[src/rtl/bg_rom_pkg.sv]
// Shared definitions for the background ROM read scheduler: port identifiers
// and the tag that follows each ROM read through the read latency.
package bg_rom_pkg;

    localparam logic PORT_DISP = 1'b0;
    localparam logic PORT_OVL  = 1'b1;

    typedef struct packed {
        logic vld;
        logic id;
    } tag_t;

endpackage

[src/rtl/bg_rom_rd_sched_if.sv]
// Request/response bus for the two ROM read ports; the scheduler is the slave,
// the display and overlay fetchers together form the master side.
interface bg_rom_rd_sched_if #(
    parameter int ADDR_WIDTH = 10,
    parameter int DATA_WIDTH = 32
);
    logic                  req0_valid;
    logic [ADDR_WIDTH-1:0] req0_addr;
    logic                  req0_ready;
    logic                  rsp0_valid;
    logic [DATA_WIDTH-1:0] rsp0_data;

    logic                  req1_valid;
    logic [ADDR_WIDTH-1:0] req1_addr;
    logic                  req1_ready;
    logic                  rsp1_valid;
    logic [DATA_WIDTH-1:0] rsp1_data;

    modport master (
        output req0_valid, req0_addr, req1_valid, req1_addr,
        input  req0_ready, rsp0_valid, rsp0_data,
        input  req1_ready, rsp1_valid, rsp1_data
    );

    modport slave (
        input  req0_valid, req0_addr, req1_valid, req1_addr,
        output req0_ready, rsp0_valid, rsp0_data,
        output req1_ready, rsp1_valid, rsp1_data
    );
endinterface

[src/rtl/bg_rom_tag_pipe.sv]
// DEPTH-stage shift register of read tags, advancing only while the ROM is
// clocked so tag position always matches the ROM's internal data position.
module bg_rom_tag_pipe
    import bg_rom_pkg::*;
#(
    parameter int DEPTH = 1
) (
    input  logic clk,
    input  logic rst_n,
    input  logic i_en,
    input  tag_t i_tag,
    output tag_t o_last,
    output logic o_any_vld
);
    tag_t r_stage [DEPTH];

    // NOTE: only DEPTH (1..2) small flops, so every stage is reset; this is
    // what kills reads that are in flight when reset arrives.
    always_ff @(posedge clk) begin
        if (!rst_n) begin
            for (int i = 0; i < DEPTH; i++) r_stage[i] <= '0;
        end else if (i_en) begin
            // NOTE: non-blocking assignments let every stage shift in parallel
            // regardless of statement order.
            r_stage[0] <= i_tag;
            for (int i = 1; i < DEPTH; i++) r_stage[i] <= r_stage[i-1];
        end
    end

    always_comb begin
        o_any_vld = 1'b0;
        for (int i = 0; i < DEPTH; i++) o_any_vld = o_any_vld | r_stage[i].vld;
    end

    assign o_last = r_stage[DEPTH-1];

endmodule

[src/rtl/bg_rom_rd_sched.sv]
// Two-port read scheduler for the single-port background ROM: fixed priority
// to port 0 with a starvation override for port 1, tagged in-order responses.
module bg_rom_rd_sched
    import bg_rom_pkg::*;
#(
    parameter int ADDR_WIDTH = 10,
    parameter int DATA_WIDTH = 32,
    parameter int RD_LATENCY = 1,
    parameter int MAX_STALL  = 8
) (
    input  logic                  clk,
    input  logic                  rst_n,
    input  logic                  en,
    bg_rom_rd_sched_if.slave      bus,
    output logic [ADDR_WIDTH-1:0] rom_addr,
    output logic                  rom_clk_en,
    output logic                  rom_rd_oce,
    input  logic [DATA_WIDTH-1:0] rom_rd_data,
    output logic [7:0]            stall_cnt
);
    logic                  w_force1;
    logic                  w_gnt0;
    logic                  w_gnt1;
    logic                  w_gnt_any;
    logic                  w_any_vld;
    tag_t                  w_tag_in;
    tag_t                  w_tag_last;
    logic [7:0]            r_stall;
    logic [ADDR_WIDTH-1:0] r_addr;
    logic                  r_rsp0_valid;
    logic                  r_rsp1_valid;
    logic [DATA_WIDTH-1:0] r_rsp0_data;
    logic [DATA_WIDTH-1:0] r_rsp1_data;

    // NOTE: both grants get a default before any condition, so this block can
    // never infer a latch.
    always_comb begin
        w_force1 = (r_stall == 8'(MAX_STALL));
        w_gnt0   = 1'b0;
        w_gnt1   = 1'b0;
        if (rst_n && en) begin
            if (bus.req1_valid && (w_force1 || !bus.req0_valid)) w_gnt1 = 1'b1;
            else if (bus.req0_valid)                               w_gnt0 = 1'b1;
        end
    end

    assign w_gnt_any    = w_gnt0 | w_gnt1;
    assign w_tag_in.vld = w_gnt_any;
    assign w_tag_in.id  = w_gnt1 ? PORT_OVL : PORT_DISP;

    // The ROM samples the address at the accept edge; hold it otherwise.
    assign rom_addr = w_gnt1 ? bus.req1_addr : (w_gnt0 ? bus.req0_addr : r_addr);

    always_ff @(posedge clk) begin
        if (!rst_n)         r_addr <= '0;
        else if (w_gnt_any) r_addr <= rom_addr;
    end

    always_ff @(posedge clk) begin
        if (!rst_n) begin
            r_stall <= '0;
        end else if (en) begin
            if (!bus.req1_valid || w_gnt1)           r_stall <= '0;
            else if (w_gnt0 && !w_force1)            r_stall <= r_stall + 8'd1;
        end
    end

    bg_rom_tag_pipe #(.DEPTH(RD_LATENCY)) u_tag_pipe (
        .clk       (clk),
        .rst_n     (rst_n),
        .i_en      (rom_clk_en),
        .i_tag     (w_tag_in),
        .o_last    (w_tag_last),
        .o_any_vld (w_any_vld)
    );

    // ROM is clocked only while a read is being issued or is still in flight.
    assign rom_clk_en = rst_n & (w_gnt_any | w_any_vld);
    assign rom_rd_oce = rom_clk_en;

    always_ff @(posedge clk) begin
        if (!rst_n) begin
            r_rsp0_valid <= 1'b0;
            r_rsp1_valid <= 1'b0;
            r_rsp0_data  <= '0;
            r_rsp1_data  <= '0;
        end else begin
            r_rsp0_valid <= w_tag_last.vld && (w_tag_last.id == PORT_DISP);
            r_rsp1_valid <= w_tag_last.vld && (w_tag_last.id == PORT_OVL);
            if (w_tag_last.vld && (w_tag_last.id == PORT_DISP)) r_rsp0_data <= rom_rd_data;
            if (w_tag_last.vld && (w_tag_last.id == PORT_OVL))  r_rsp1_data <= rom_rd_data;
        end
    end

    assign bus.req0_ready = w_gnt0;
    assign bus.req1_ready = w_gnt1;
    assign bus.rsp0_valid = r_rsp0_valid;
    assign bus.rsp1_valid = r_rsp1_valid;
    assign bus.rsp0_data  = r_rsp0_data;
    assign bus.rsp1_data  = r_rsp1_data;
    assign stall_cnt      = r_stall;

endmodule

[src/flat_wrapper.sv]
// flat-port wrapper written by rule: the top's interface ports become plain ports
module bg_rom_rd_sched_flat import bg_rom_pkg::*;
#(
    parameter int ADDR_WIDTH = 10,
    parameter int DATA_WIDTH = 32,
    parameter int RD_LATENCY = 1,
    parameter int MAX_STALL  = 8
)
  (clk, rst_n, en, rom_addr, rom_clk_en, rom_rd_oce, rom_rd_data, stall_cnt, bus_req0_valid, bus_req0_addr, bus_req1_valid, bus_req1_addr, bus_req0_ready, bus_rsp0_valid, bus_rsp0_data, bus_req1_ready, bus_rsp1_valid, bus_rsp1_data);
  bg_rom_rd_sched_if #(.ADDR_WIDTH(ADDR_WIDTH), .DATA_WIDTH(DATA_WIDTH)) bus_i ();
  input  logic clk;
  input  logic rst_n;
  input  logic en;
  output logic [ADDR_WIDTH-1:0] rom_addr;
  output logic rom_clk_en;
  output logic rom_rd_oce;
  input  logic [DATA_WIDTH-1:0] rom_rd_data;
  output logic [7:0] stall_cnt;
  input wire logic [$bits(bus_i.req0_valid)-1:0] bus_req0_valid;
  input wire logic [$bits(bus_i.req0_addr)-1:0] bus_req0_addr;
  input wire logic [$bits(bus_i.req1_valid)-1:0] bus_req1_valid;
  input wire logic [$bits(bus_i.req1_addr)-1:0] bus_req1_addr;
  output wire logic [$bits(bus_i.req0_ready)-1:0] bus_req0_ready;
  output wire logic [$bits(bus_i.rsp0_valid)-1:0] bus_rsp0_valid;
  output wire logic [$bits(bus_i.rsp0_data)-1:0] bus_rsp0_data;
  output wire logic [$bits(bus_i.req1_ready)-1:0] bus_req1_ready;
  output wire logic [$bits(bus_i.rsp1_valid)-1:0] bus_rsp1_valid;
  output wire logic [$bits(bus_i.rsp1_data)-1:0] bus_rsp1_data;
  assign bus_i.req0_valid = bus_req0_valid;
  assign bus_i.req0_addr = bus_req0_addr;
  assign bus_i.req1_valid = bus_req1_valid;
  assign bus_i.req1_addr = bus_req1_addr;
  assign bus_req0_ready = bus_i.req0_ready;
  assign bus_rsp0_valid = bus_i.rsp0_valid;
  assign bus_rsp0_data = bus_i.rsp0_data;
  assign bus_req1_ready = bus_i.req1_ready;
  assign bus_rsp1_valid = bus_i.rsp1_valid;
  assign bus_rsp1_data = bus_i.rsp1_data;
  bg_rom_rd_sched #(.ADDR_WIDTH(ADDR_WIDTH), .DATA_WIDTH(DATA_WIDTH), .RD_LATENCY(RD_LATENCY), .MAX_STALL(MAX_STALL)) u_core (.clk(clk), .rst_n(rst_n), .en(en), .bus(bus_i), .rom_addr(rom_addr), .rom_clk_en(rom_clk_en), .rom_rd_oce(rom_rd_oce), .rom_rd_data(rom_rd_data), .stall_cnt(stall_cnt));
endmodule
[config.mk]
export PLATFORM = sky130hd
export DESIGN_NAME = bg_rom_rd_sched_flat
export DESIGN_NICKNAME = d
export VERILOG_FILES = /design/src/rtl/bg_rom_pkg.sv /design/src/rtl/bg_rom_rd_sched_if.sv /design/src/rtl/bg_rom_tag_pipe.sv /design/src/rtl/bg_rom_rd_sched.sv /design/src/flat_wrapper.sv
export SDC_FILE = /design/constraint.sdc
export NUM_CORES = 1
export LEC_CHECK = 0
export ABC_AREA = 1
export ABC_CLOCK_PERIOD_IN_PS = 1500
export CAP_MARGIN = 10
export CORE_UTILIZATION = 38
export CTS_CLUSTER_SIZE = 14
export DETAILED_ROUTE_END_ITERATION = 8
export PLACE_DENSITY = 0.76
export SYNTH_ARGS = -nofsm -noshare
export SYNTH_HDL_FRONTEND = slang
export SYNTH_SLANG_ARGS = --single-unit
[constraint.sdc]
create_clock -name clk -period 1.5 [get_ports clk]
set_clock_uncertainty 0.15 [all_clocks]
set_input_delay 0.225 -clock clk [delete_from_list [all_inputs] [get_ports clk]]
set_output_delay 0.225 -clock clk [all_outputs]
set_load 0.01 [all_outputs]
==> metrics, run 1 <==
status=finished, violations left; failing checks=negative setup slack; CP dominant cell by count=nand3_2; DP HPWL=~7000 um; Ports=145; share of flip-flops with an asynchronous set or reset=0; worst slew pin tran=roughly 0.44 ns; fin. max-slew vios=0; cell count after synthesis=about 440; area delta synth->final=63.0%; Worst-path clk slew=0.08 ns; Reg2Reg Depth=11; Tot GR Track Use=0.215; worst-path cell chain=inv_4 > ha_4 > nand3_4 > o21ai_4 > nand2_4 > clkbuf_16 > nand3_2 > nand3_2 > buf_6; Initial Util=0.400; post-route ant nets=0; die height=roughly 96 um; max_cap viols=0; largest cells by area after synthesis=dfxtp_1 50%, nor2_1 16%, o21ai_0 9.7%; CTS Buf Count=9; worst skew pair latency=0.34 ns; DP Worst Slack=-0.755 ns; Yosys reg bits=86; ANT cells=0; leading area contributor after synthesis=dfxtp_1; Rel. slew slack=0.709; Port Buffer Count=approximately 140; drt wl/cell=~14 um; Hold Vio Cnt, Final=0; final hold slack=0.173 ns; antenna violations before repair=0; core area=approximately 8400 sq um; Final Worst Setup Slack=-0.561 ns; nets=667; Final Util=0.651; GRT overflow=0; crit path kind=reg -> out; Sink Count=between 80 and 90; Min Clock Period, post-route=between 2 and 2.5 ns; Synth Warn #=0; sequential area share after synthesis=0.520; Die Area=between 9000 and 10000 sq um; leakage power=~2.7 nW; synthesized net count=497; worst path arrival time=around 1.7 ns; achievable clock frequency=485 MHz; Die Wd=95.9 um; share of layout cells above drive strength 1=0.199; DR WL met3=around 600 um; startpoint types=register; setup violators final=31; Primary FF master, synth=dfxtp_1; TritonRoute pass-1 iters=5; RSZ-0062 raised after global routing=yes; Synth top area share=0.502; H-Tree Depth=3; largest net degree at the start of global routing=49; mapped cell area=around 3400 sq um; clock root buffer=clkbuf_8; top layer reached by signal wires=met4; row count=33; pwr/cell area=approximately 950 nW/um^2; Critical-path top delay cell=dfxtp_4; endpoint class of the critical path=output pin; Post-synth EDFFs=2; GPL Wtd Cong=about 0.8; Max clock buf depth=2; Max FO, Critical Path=5; met2 WL=4880 um; DRT iter0 DRCs=~120; # DRC=0; vias in the first global route=3326; worst ir drop on vdd=about 0.00053 V; TritonCTS clock tree=built; hold crit path type=in -> reg; Total Neg Setup Slack=-7.72 ns; Mean Syn Cell Area=7.65 sq um; total power draw=approximately 5.2 mW; crit-path max cell delay=roughly 0.36 ns; WP data required=1.12 ns; WHS Path Cells=5; Yosys cell types=24; via count=about 3500; routed vias/inst=between 4 and 5; global-route wire length before repair=between 15000 and 20000 um; ratio of final minimum period to clock period=1.37; total wire length=between 9000 and 10000 um; met1 wire length=about 4300 um
[registers in the layout, summed over array words and instances (netlist names)]
signal,count
u_core.u_tag_pipe.r_stage,2
u_core.bus.rsp1_data,32
u_core.bus.rsp0_data,32
u_core.bus.rsp1_valid,1
u_core.stall_cnt,8
u_core.r_addr,10
u_core.bus.rsp0_valid,1
[repair_timing]
action | 4_1_cts | 5_1_grt
cloned | 2 | 1
endpoints found under the setup margin | 97 | 61
hold buffers | 0 | 0
pin swaps | 12 | 12
buffers inserted | 6 | 2
gates resized for setup | 161 | 31
[worst max-delay path: cells and delay by family (launching register included)]
kind                     cells  cell delay (ns)
adder cells (fa/ha/maj)      1             0.13
buffers and inverters        3             0.36
AO/OA/AOI/OAI                1             0.20
AND/OR/NAND/NOR              4             0.30
flip-flops                   1             0.36
[worst paths after layout]
path,from,endpoint,slack (ns)
worst max register to register,u_core.stall_cnt[0]$_SDFFE_PN0P_,u_core.r_addr[0]$_SDFFE_PN0P_,-0.16
worst min register to register,u_core.bus.rsp1_data[24]$_SDFFE_PN0P_,u_core.bus.rsp1_data[24]$_SDFFE_PN0P_,0.33
worst min-delay path,en,u_core.stall_cnt[0]$_SDFFE_PN0P_,0.17
worst max-delay path,u_core.stall_cnt[0]$_SDFFE_PN0P_,rom_addr[8],-0.56
[area by class of cell]
| type | count | area (sq um) |
|---|---|---|
| inverter | 28 | 108 |
| timing repair buffer | 186 | 1730 |
| clock buffer | 10 | 128 |
| multi-input combinational | 297 | 1550 |
| tap | 105 | 131 |
| sequential | 86 | 1750 |
| clock inverter | 6 | 68.8 |
| fill | 744 | 2920 |
[power by group]
part | switching (mW) | internal [mW] | leakage [nW]
Clock | 0.843 | 0.786 | 0.0977
Sequential | 0.0739 | 2.45 | 0.710
Combinational | 0.527 | 0.520 | 1.86
[kinds of logic (layout without fill, tap and decap cells)]
kind of cell,after synthesis,in the layout,synth area share
compound gates,72,72,0.111
xor+xnor,2,2,0.00523
fa+ha+maj,2,2,0.00747
buf+inv,55,230,0.0713
flops,86,86,0.520
simple gates,221,221,0.286
[synthesized netlist by cell type, types with 2 or more instances]
cell type	count
nor2_1	140
inv_1	27
a21oi_1	4
o21ai_0	65
nand3_2	10
buf_6	2
buf_2	8
edfxtp_1	2
o21ai_2	2
nor2_2	2
nand2_1	38
nand4_1	10
nor3b_1	3
dfxtp_1	84
clkbuf_1	14
nand3_1	17
ha_1	2
buf_4	2
[layout by cell type (no fill, tap or decap), drive strengths merged, types with 15 or more instances in the layout]
cell type      Yosys  routed
dfxtp             84      84
o21ai             67      67
clkbuf            14      15
nand3             27      27
nor2             142     142
nand2             39      39
inv               28      31
clkdlybuf4s50      0      52
buf               13      56
dlygate4sd2        0      67
[layer usage]
metal / global-route usage / vias up
met5: 0 / -
met4: 0.0734 / 0
met3: 0.0664 / 14
met2: 0.370 / 117
met1: 0.254 / 1603
li1: - / 1739
[stage by stage]
| step | std cells | area (sq um) |
|---|---|---|
| global placement | 693 | 5160 |
| global route | 718 | 5460 |
| floorplan | 438 | 3420 |
| detailed placement | 693 | 5160 |
| CTS | 717 | 5370 |
| finish | 718 | 5460 |
Power figures use the tool's default switching activity.
==> inputs of run 2 (changes only) <==
--- a/config.mk
+++ b/config.mk
@@ -15,3 +15,4 @@
 export SYNTH_ARGS = -nofsm -noshare
 export SYNTH_HDL_FRONTEND = slang
 export SYNTH_SLANG_ARGS = --single-unit
+export TNS_END_PERCENT = 5
==> run 2 against run 1 <==
Design area decreased by 1.5%; first-iteration DRC count decreased by 11%; clock power about the same; non-clock buffer count increased by 4; the flow still finishes with violations (negative setup slack); setup slack got worse by 0.047 ns; via count increased by 0.32%; die area unchanged; largest cell class unchanged; combinational power decreased by 4%; sequential share of layout area increased by 0.52 points; final cell count increased by 0.56%; worst hold slack improved by 0.089 ns.
==> metrics, run 2 (synthesized netlist as in run 1, its figures left out) <==
status=finished, violations left; failing checks=negative setup slack; Rel. slew slack=0.761; CTS Buf Count=9; largest net degree at the start of global routing=47; Ports=between 100 and 150; achievable clock frequency=roughly 470 MHz; # DRC=0; leakage power=between 2 and 3 nW; endpoint class of the critical path=output pin; crit path kind=reg -> out; Tot GR Track Use=0.216; post-route ant nets=0; TritonCTS clock tree=built; die height=around 96 um; post-route cell area=around 5400 sq um; TritonRoute pass-1 iters=4; commonest cells after routing, fill and taps aside=138 x nor2_1, 80 x dfxtp_1, 67 x dlygate4sd2_1, 65 x o21ai_0, 54 x clkdlybuf4s50_1; WHS Endpoint=u_core.r_addr[1]$_SDFFE_PN0P_; ratio of final minimum period to clock period=1.41; DP HPWL=about 6700 um; Min Clock Period, post-route=2.11 ns; nets=671; via count=3484; max_cap viols=0; total wire length=~9500 um; worst r2r src=u_core.stall_cnt[0]$_SDFFE_PN0P_; routed vias/inst=between 4 and 5; Placed Cells incl. Taps=slightly below 700; Worst-path clk slew=around 0.090 ns; core area=between 8000 and 9000 sq um; GRT overflow=0; r2r endpoint=u_core.r_addr[7]$_SDFFE_PN0P_; row count=33; worst skew pair latency=approximately 0.34 ns; pwr/cell area=965 nW/um^2; Initial Util=0.400; ANT cells=0; worst slew pin tran=~0.36 ns; Final Worst Setup Slack=-0.608 ns; switching part of the total=0.271; Reg2Reg Setup Slack=-0.58 ns; worst path arrival time=about 1.7 ns; drt wl/cell=~13 um; Port Buffer Count=144; sequential share of power=0.486; hold crit path type=in -> reg; hold buffer count at CTS=0; H-Tree Depth=3; Die Wd=95.9 um; internal power=roughly 3.8 mW; WP data required=between 1 and 1.5 ns; area delta synth->final=60.5%; hold wc startpoint=rst_n; worst ir drop on vdd=approximately 0.00055 V; Max clock buf depth=2; startpoint types=register; DRT iter0 DRCs=roughly 110; GPL Wtd Cong=a little over 0.8; WHS Path Cells=4; clock root buffer=clkbuf_8; fin cells=slightly above 700; Comb power frac=0.194; share of layout cells above drive strength 1=0.188; Hold Vio Cnt, Final=0; Switch Pwr=around 1.4 mW; global-route wire length before repair=roughly 15000 um; Placed Area=about 5000 sq um; setup violators final=33; Clock Power Share=0.320; fin. max-slew vios=0; commonest non-fill, non-tap cell in the layout=nor2_1; Max FO, Critical Path=5; antenna violations before repair=0; Reg2Reg Depth=15; RSZ-0062 raised after global routing=yes; Sink Count=86; vias in the first global route=between 3000 and 4000; Die Area=around 9200 sq um
[run 2: final cells by class]
type / count / area [sq um]
clock inverters: 6 / 67.6
fillers: 741 / 3010
multi-input cells: 297 / 1470
clock buffers: 10 / 138
inverters: 28 / 108
repair buffers: 190 / 1710
well taps: 105 / 131
flip-flops and latches: 86 / 1750
[run 2: worst max-delay path by stage]
stage / from / endpoint / slack, ns
floorplan: u_core.stall_cnt[1]$_SDFFE_PN0P_ / rom_addr[4] / -0.02
global placement: en / rom_addr[8] / -0.74
detailed placement: en / rom_addr[8] / -0.81
CTS: u_core.stall_cnt[0]$_SDFFE_PN0P_ / rom_addr[0] / -0.66
global route: u_core.stall_cnt[0]$_SDFFE_PN0P_ / rom_addr[0] / -0.70
finish: u_core.stall_cnt[0]$_SDFFE_PN0P_ / rom_addr[0] / -0.61
[run 2: metrics by stage]
step / setup TNS (ns) / utilization / total power, mW / worst slack [ns] / hold slack [ns]
finish: -10.01 / 0.641 / 5.19 / -0.608 / 0.262
floorplan: -0.0686 / - / 3.00 / -0.0218 / 0.210
global placement: -15.68 / 0.611 / 3.61 / -0.744 / 0.313
detailed placement: -18.69 / 0.611 / 3.63 / -0.807 / 0.321
CTS: -10.02 / 0.641 / 5.24 / -0.665 / 0.233
global route: -12.74 / 0.641 / 5.46 / -0.703 / 0.253
[run 2: per-layer routing]
layer / track usage / vias up / share of wire
li1: - / 1745 / -
met1: 0.263 / 1598 / 0.44
met2: 0.366 / 125 / 0.47
met3: 0.0545 / 16 / 0.067
met4: 0.0784 / 0 / 0.018
met5: 0 / - / 0
[run 2: repair_timing]
item	4_1_cts	5_1_grt
pin swaps	14	3
setup buffers	13	2
resized for setup	143	15
setup endpoints to repair	105	45
[run 2: worst max-delay path, stage by stage, from the launching register on]
cell,delay (ns)
dfxtp_4,0.36
inv_4,0.06
ha_4,0.13
nand3_4,0.06
o21ai_4,0.14
buf_6,0.14
buf_6,0.11
buf_6,0.09
nand4_1,0.09
nand3_2,0.11
buf_6,0.10
[run 2: power groups by stage]
stage                     clock [mW]  combinational [mW]  sequential, mW
after CTS                       1.72                1.00            2.52
after global placement             0                1.04            2.57
after global routing            1.82                1.11            2.54
final                           1.66                1.01            2.52
after floorplan                    0               0.361            2.64
after detailed placement           0                1.06            2.58
